<file path="config.mk">
export PLATFORM = sky130hd
export DESIGN_NAME = dm_access_unit
export DESIGN_NICKNAME = d
export VERILOG_FILES = /design/src/rtl/dm_access_unit.sv
export SDC_FILE = /design/constraint.sdc
export NUM_CORES = 1
export LEC_CHECK = 0
export CAP_MARGIN = 20
export CORE_MARGIN = 1.5
export CORE_UTILIZATION = 36
export DETAILED_ROUTE_END_ITERATION = 8
export PLACE_DENSITY = 0.82
export SLEW_MARGIN = 20
export SYNTH_ARGS = -nofsm -noshare
export SYNTH_HDL_FRONTEND = slang
export SYNTH_SLANG_ARGS = --single-unit
</file>
<file path="constraint.sdc">
create_clock -name clk -period 1.89 [get_ports clk]
set_input_delay 0.378 -clock clk [delete_from_list [all_inputs] [get_ports clk]]
set_output_delay 0.378 -clock clk [all_outputs]
set_load 0.01 [all_outputs]
</file>
<file path="src/rtl/dm_access_unit.sv">
// MEM-stage data-memory access controller: sequences SRAM loads/stores with
// optional wait states, extends load data and stalls the pipeline meanwhile.
//
// state  | meaning
// -------+---------------------------------------------------------------
// IDLE   | waiting for mem_r/mem_w; errors pulse misalign, no SRAM cycle
// ACCESS | SRAM cycle driven (cs, oe or byte write enables)
// WAIT   | extra wait states, cs/oe/addr held, write enables released
// DONE   | access complete, load data valid from dm_do
module dm_access_unit #(
  parameter int ADDR_W      = 14,
  parameter int WAIT_CYCLES = 0
) (
  input  logic              clk,
  input  logic              rst_n,
  input  logic              mem_r,
  input  logic              mem_w,
  input  logic [2:0]        funct3,
  input  logic [31:0]       addr,
  input  logic [31:0]       store_data,
  input  logic [31:0]       dm_do,
  output logic              dm_cs,
  output logic              dm_oe,
  output logic [3:0]        dm_web,
  output logic [ADDR_W-1:0] dm_addr,
  output logic [31:0]       dm_di,
  output logic [31:0]       load_data,
  output logic              done,
  output logic              stall,
  output logic              misalign
);

  typedef enum logic [1:0] {S_IDLE, S_ACCESS, S_WAIT, S_DONE} state_t;

  localparam logic [3:0] WAIT_LAST = (WAIT_CYCLES > 0) ? 4'(WAIT_CYCLES - 1) : 4'd0;

  state_t            state_q, state_d;
  logic [3:0]        cnt_q, cnt_d;
  logic [2:0]        f3_q, f3_d;
  logic [1:0]        off_q, off_d;
  logic              wr_q, wr_d;
  logic              dm_cs_q, dm_cs_d;
  logic              dm_oe_q, dm_oe_d;
  logic [3:0]        dm_web_q, dm_web_d;
  logic [ADDR_W-1:0] dm_addr_q, dm_addr_d;
  logic [31:0]       dm_di_q, dm_di_d;

  logic       req, err, f3_ok, align_err;
  logic [3:0] web_new;
  logic [31:0] di_new;
  logic [7:0]  ld_byte;
  logic [15:0] ld_half;

  // Upper address bits are outside the SRAM window.
  logic unused_addr_bits;
  assign unused_addr_bits = ^{addr[31:ADDR_W+2]};

  // Request decode: legality, alignment and lane-aligned write data.
  always_comb begin
    req = mem_r | mem_w;
    case (funct3)
      3'b000, 3'b001, 3'b010: f3_ok = 1'b1;
      3'b100, 3'b101:         f3_ok = mem_r;
      default:                f3_ok = 1'b0;
    endcase
    align_err = ((funct3[1:0] == 2'b01) && addr[0]) ||
                ((funct3[1:0] == 2'b10) && (addr[1:0] != 2'b00));
    err = (mem_r & mem_w) | ~f3_ok | align_err;
    case (funct3[1:0])
      2'b00: begin
        web_new = ~(4'b0001 << addr[1:0]);
        di_new  = {4{store_data[7:0]}};
      end
      2'b01: begin
        web_new = addr[1] ? 4'b0011 : 4'b1100;
        di_new  = {2{store_data[15:0]}};
      end
      default: begin
        web_new = 4'h0;
        di_new  = store_data;
      end
    endcase
  end

  // Load lane selection from the captured byte offset.
  always_comb begin
    case (off_q)
      2'd0:    ld_byte = dm_do[7:0];
      2'd1:    ld_byte = dm_do[15:8];
      2'd2:    ld_byte = dm_do[23:16];
      default: ld_byte = dm_do[31:24];
    endcase
    ld_half = off_q[1] ? dm_do[31:16] : dm_do[15:0];
  end

  // Next-state, next SRAM register values and combinational handshakes.
  always_comb begin
    state_d   = state_q;
    cnt_d     = cnt_q;
    f3_d      = f3_q;
    off_d     = off_q;
    wr_d      = wr_q;
    dm_cs_d   = dm_cs_q;
    dm_oe_d   = dm_oe_q;
    dm_web_d  = dm_web_q;
    dm_addr_d = dm_addr_q;
    dm_di_d   = dm_di_q;
    stall     = 1'b0;
    done      = 1'b0;
    misalign  = 1'b0;
    load_data = 32'h0;
    case (state_q)
      S_IDLE: begin
        if (req) begin
          if (err) begin
            misalign = 1'b1;
          end else begin
            stall     = 1'b1;
            state_d   = S_ACCESS;
            f3_d      = funct3;
            off_d     = addr[1:0];
            wr_d      = mem_w;
            dm_cs_d   = 1'b1;
            dm_oe_d   = mem_r;
            dm_web_d  = mem_w ? web_new : 4'hF;
            dm_addr_d = addr[ADDR_W+1:2];
            if (mem_w) dm_di_d = di_new;
          end
        end
      end
      S_ACCESS: begin
        stall    = 1'b1;
        dm_web_d = 4'hF;
        cnt_d    = 4'd0;
        if (WAIT_CYCLES > 0) begin
          state_d = S_WAIT;
        end else begin
          state_d = S_DONE;
          if (wr_q) begin
            dm_cs_d = 1'b0;
            dm_oe_d = 1'b0;
          end
        end
      end
      S_WAIT: begin
        stall = 1'b1;
        if (cnt_q == WAIT_LAST) begin
          state_d = S_DONE;
          if (wr_q) begin
            dm_cs_d = 1'b0;
            dm_oe_d = 1'b0;
          end
        end else begin
          cnt_d = cnt_q + 4'd1;
        end
      end
      default: begin
        done    = 1'b1;
        state_d = S_IDLE;
        dm_cs_d = 1'b0;
        dm_oe_d = 1'b0;
        if (!wr_q) begin
          case (f3_q)
            3'b000:  load_data = {{24{ld_byte[7]}}, ld_byte};
            3'b001:  load_data = {{16{ld_half[15]}}, ld_half};
            3'b100:  load_data = {24'h0, ld_byte};
            3'b101:  load_data = {16'h0, ld_half};
            default: load_data = dm_do;
          endcase
        end
      end
    endcase
  end

  // State, captured request and registered SRAM interface.
  always_ff @(posedge clk or negedge rst_n) begin
    if (!rst_n) begin
      state_q   <= S_IDLE;
      cnt_q     <= 4'd0;
      f3_q      <= 3'd0;
      off_q     <= 2'd0;
      wr_q      <= 1'b0;
      dm_cs_q   <= 1'b0;
      dm_oe_q   <= 1'b0;
      dm_web_q  <= 4'hF;
      dm_addr_q <= '0;
      dm_di_q   <= 32'h0;
    end else begin
      state_q   <= state_d;
      cnt_q     <= cnt_d;
      f3_q      <= f3_d;
      off_q     <= off_d;
      wr_q      <= wr_d;
      dm_cs_q   <= dm_cs_d;
      dm_oe_q   <= dm_oe_d;
      dm_web_q  <= dm_web_d;
      dm_addr_q <= dm_addr_d;
      dm_di_q   <= dm_di_d;
    end
  end

  assign dm_cs   = dm_cs_q;
  assign dm_oe   = dm_oe_q;
  assign dm_web  = dm_web_q;
  assign dm_addr = dm_addr_q;
  assign dm_di   = dm_di_q;

endmodule

</file>
# Word level (Yosys, flattened, before mapping)
# Index checks and enable logic that the tools add are counted.
[classes]
shifts = 1
reduce_logical = 21
mux = 36
bitwise = 7
eq_ne = 17
n_addsub = 1
[ops]
columns = ["op", "n"]
rows = [
  ["case mux 32 bit (4 select lines)", 1],
  ["2-to-1 mux 32 bit", 2],
  ["case mux 32 bit (2 select lines)", 1],
  ["case mux 4 bit (2 select lines)", 3],
  ["case mux 8 bit (3 select lines)", 1],
  ["2-to-1 mux 4 bit", 5],
  ["2-to-1 mux 16 bit", 1],
  ["2-to-1 mux 1 bit", 14],
  ["== test 3 bit (second input constant)", 4],
  ["AND reduction 3 bit", 3],
  ["!= test 2 bit (second input constant)", 4],
  ["== test 2 x 1 -> 1 bit (second input constant)", 3],
  ["== test 2 bit (second input constant)", 3],
  ["== test 3 x 1 -> 1 bit (second input constant)", 2],
  ["logical NOT 2 bit", 3],
  ["logical NOT 3 bit", 2],
  ["2-to-1 mux 2 bit", 3],
  ["case mux 1 bit (3 select lines)", 2],
  ["case mux 2 bit (3 select lines)", 1],
  ["nonzero test 2 bit", 3],
  ["OR reduction 3 bit", 2],
  ["adder 4 x 1 -> 4 bit (second input constant)", 1],
  ["logical NOT 4 bit", 1],
  ["inverter 4 bit", 1],
  ["other kinds (11)", 17],
]
[word_totals]
inputBits = 103
out_inout_bits = 87
register_bits = 64

# Logic depth before layout (Yosys ltp)
[logic_depth]
ltp_word = 9
mapped_depth = 8
depth_no_buf = 6

# Least setup slack after synthesis
# Ideal clock, no wire load.
[synth_timing]
kind = "reg-to-output"
start = "register off_q[1]"
end = "output load_data[21]"
slack_ps = -98
path_buffers = 2
t_required_ps = 1512
path_stages_with_launch = 7
arrival_time_ps = 1610
cell_sequence = "dfrtp_1 > buf_6 > mux4_2 > a221o_1 > nand2_4 > buf_6 > nor2_1"
[synth_via]
elab_chain_len = 5
elab_cells_between_ends = 8
classes_between = "eq/ne: 2; mux: 5; reduce/logical: 1"
[synth_lines]
columns = ["element", "line_no", "text"]
rows = [
  ["start: declaration", "40", "logic [1:0] off_q, off_d;"],
  ["start signal: assignment", "181", "off_q <= 2'd0;"],
  ["start signal: assignment", "192", "off_q <= off_d;"],
  ["== test 2 bit (tied with other cells)", "87", "case (off_q)"],
  ["case mux 8 bit (3 select lines)", "87", ""],
  ["case mux 32 bit (4 select lines) *", "163", "case (f3_q)"],
  ["2-to-1 mux 32 bit *", "162", "if (!wr_q) begin"],
  ["2-to-1 mux 32 bit *", "112", "case (state_q)"],
  ["end: declaration", "27", "output logic [31:0] load_data,"],
]
# Mark *: on every way between the ends. The rest lies on a longest branch, timed or not.

# Worst setup path after layout
[layout_timing]
start = "register off_q[1]"
end = "output load_data[31]"
# The elaborated chain is that of the path after synthesis.

==> flow_summary.toml <==
[synthesis]
synth_fp_nets = 506
ys_seq_elements = 64
synth-seq-area-share = 0.433
syn_inst = 397
synth_top_area_share = 0.405
ys_types = 44
synth.largest_area_cell = "dfrtp_1"
ys.flop_type = "dfrtp_1"
synth_edf_count = 0
ys_warn_count = 0
synth_common_cells = "dfrtp_1 (60), o21ai_0 (57), a21oi_1 (45), mux2_2 (34), nand2_1 (33)"
synthArstFlopShare = 1.00
synthTopCellsByArea = "dfrtp_1 (40%), mux2_2 (10%), o21ai_0 (7.7%), mux2i_1 (6.7%), a21oi_1 (6.1%)"
avgSynthCellArea_um2 = 9.34
syn-cell-area_um2 = 3710
synth_most_common_cell = "dfrtp_1"

[placed_design]
gp_congestion = 0.959
dp_hpwl_mm = 9.27
post-place-cells = 740
place_area_um2 = 6010
pre_cts_slack_ps = -938
io_buffers = 173

[global_route]
grt_start_max_net_pins = 65
grt_usage = 0.257
grt_pass1_vias = 4361
grt_pass1_wl_mm = 22.4
antenna_found_initial = 0
gr-total-overflow = 0

[sta]
worst_pin_slew_ps = 871
setup_ws_ps = -687
rsz0062_at_grt = "true"
hold_viol = 0
slew_headroom = 0.417
period_share = 1.36
setup_viol = 44
fmax_mhz = 388
fin_crit_ps = 2580
fin_skew_ps = 5.84
slew_violations = 0

[run_status]
status = "finished, violations left"
violations = "negative setup slack"

[detailed_routing]
highest_layer = "met4"
drc = 0
wl_met2_mm = 7.79
drtPass1Iterations = 4
drt-total-wl_mm = 15.2
vias = 4294
via_per_inst = 5.37
wl_per_cell_um = 19.0
m1WireLength_mm = 5.66
ant_nets = 0
wl_met3_mm = 1.09
drtIter0Drc = 252

[setup_path]
path_class = "reg -> out"
cp-start-kind = "register"
slowest_delay_ps = 560
cp.buffers_inverters = 2
required_ps = 1510
path_delay_family = "multiplexers"
cp.arrival_ps = 2200
cpMaxStageDelayCell = "mux4_2"
end_kind = "output port"
crit_chain = "mux4_2 > a221o_2 > nand2_4 > buf_6 > nor2_2 > buf_2"
critPathMaxFanout = 6

[clock_network]
h-tree-depth = 3
cts_sinks = 64
cts_tree = "yes"
clock_latency_ps = 340
ctsHoldBuffers = 0
cts_buffers = 9
clk_pin_slew_ps = 70
clockRootBuffer = "clkbuf_8"
clk_path_buf_depth = 2

[finish]
syn2layout_area_growth_pct = 93.7
n_antenna_cell = 0
drive_above_1_share = 0.443
instances_no_fill = 799
n_fill_cell = 640
fin_area_um2 = 7180
final_nets = 770
utilization = 0.728

[pwr]
vdd_drop_max_mv = 0.880
leakage_nw = 3.24
finalPower_mw = 9.52
powerDensity_nw_per_um2 = 1330

[floorplanning]
num_rows = 36
io_pins = 190
dieArea_um2 = 10900
initial_utilization = 0.376
die_w_um = 104
core_um2 = 9860
die_h_um = 104

[worst_hold_path]
hp-class = "in -> async"

[run]
maxCapViolations = 0
-- per-stage QoR --
stage	hold slack, ps	setup TNS [ps]
finish	44.1	-18340
global route	67.1	-22660
CTS	51.3	-16480
detailed placement	423	-49080
global placement	412	-46670
floorplan	82.4	-969
-- worst register-to-register path: stages, from the launching register on --
cell and delay [ps]:
dfrtp_1 370, buf_6 130, inv_4 40, ha_4 160, buf_6 120, nor4bb_4 140, buf_4 140, o21ai_4 180
clkbuf_16 260, mux2_2 330
-- flip-flops by register name, indices dropped and copies added (netlist names) --
signal and count:
dm_web 4, dm_addr 14, dm_cs 1, dm_di 32, f3_q 3, dm_oe 1, wr_q 1, state_q 2
off_q 2, cnt_q 4
-- placed cells by master, fill, tap and decap left out, types with 4 or more instances in the layout --
| master | count |
|---|---|
| a21oi_1 | 32 |
| a21oi_2 | 9 |
| a21oi_4 | 4 |
| a22o_1 | 4 |
| buf_12 | 8 |
| buf_2 | 30 |
| buf_4 | 63 |
| buf_6 | 33 |
| clkbuf_16 | 4 |
| clkbuf_8 | 12 |
| clkdlybuf4s50_1 | 126 |
| dfrtp_1 | 60 |
| dfstp_2 | 4 |
| dlygate4sd2_1 | 5 |
| ha_1 | 4 |
| inv_1 | 13 |
| mux2_2 | 20 |
| mux2_4 | 14 |
| mux2i_1 | 25 |
| nand2_1 | 10 |
| nand2_2 | 13 |
| nand2_4 | 13 |
| nand2b_1 | 4 |
| nand3_1 | 7 |
| nand3b_1 | 7 |
| nor2_1 | 19 |
| nor2_2 | 8 |
| nor2_4 | 4 |
| o211ai_1 | 5 |
| o21ai_0 | 23 |
| o21ai_1 | 12 |
| o21ai_2 | 20 |
-- routing by layer --
| metal | vias up | track usage |
|---|---|---|
| li1 | 1940 | - |
| met1 | 2060 | 0.290 |
| met2 | 242 | 0.455 |
| met3 | 52 | 0.0639 |
| met4 | 0 | 0.115 |
| met5 | - | 0 |
-- repair_timing --
| item | in CTS | in global routing |
|---|---|---|
| resized for setup | 228 | 152 |
| setup buffers | 27 | 11 |
| endpoints found under the setup margin | 90 | 74 |
| gates cloned | 4 | 3 |
| pin swaps | 34 | 40 |
-- power by group --
group	switching, mW	total [mW]	internal [mW]	leakage (nW)
clock	0.514	1.10	0.583	0.0927
combinational	2.80	6.13	3.33	2.34
sequential	0.404	2.30	1.89	0.813
total	3.72	9.52	5.81	3.24
-- cells by family (layout without fill, tap and decap cells) --
group / Yosys count / count (layout) / synth area share
xor gates and xnor gates: 2 / 2 / 0.00473
DFF: 64 / 64 / 0.433
muxes: 60 / 60 / 0.177
and+or+nand+nor: 100 / 102 / 0.130
buffers and inverters: 41 / 308 / 0.0486
AOI/OAI and AO/OA: 123 / 123 / 0.184
adders and majority gates: 7 / 7 / 0.0229
-- final timing paths --
path	start	to	slack, ps	cells past startpoint
worst min register to register	dm_di[17]	dm_di[17]	500	2
worst min-delay path	rst_n	dm_di[12]	40	2
min in group clk	addr[0]	off_q[0]	420	3
worst max register to register	state_q[1]	dm_di[5]	-90	9
worst max-delay path	off_q[1]	load_data[31]	-690	6
max in group asynchronous	rst_n	dm_web[1]	1530	2
-- layout make-up --
class	count	area [um^2]	share of cell area
clock inverters	2	12.5	0.00174
multi-input cells	294	2490	0.347
clock buffers	14	173	0.0240
flip-flops and latches	64	1610	0.224
well taps	133	166	0.0232
repair buffers	276	2670	0.371
inverters	16	65.1	0.00906
Power figures use the tool's default switching activity.
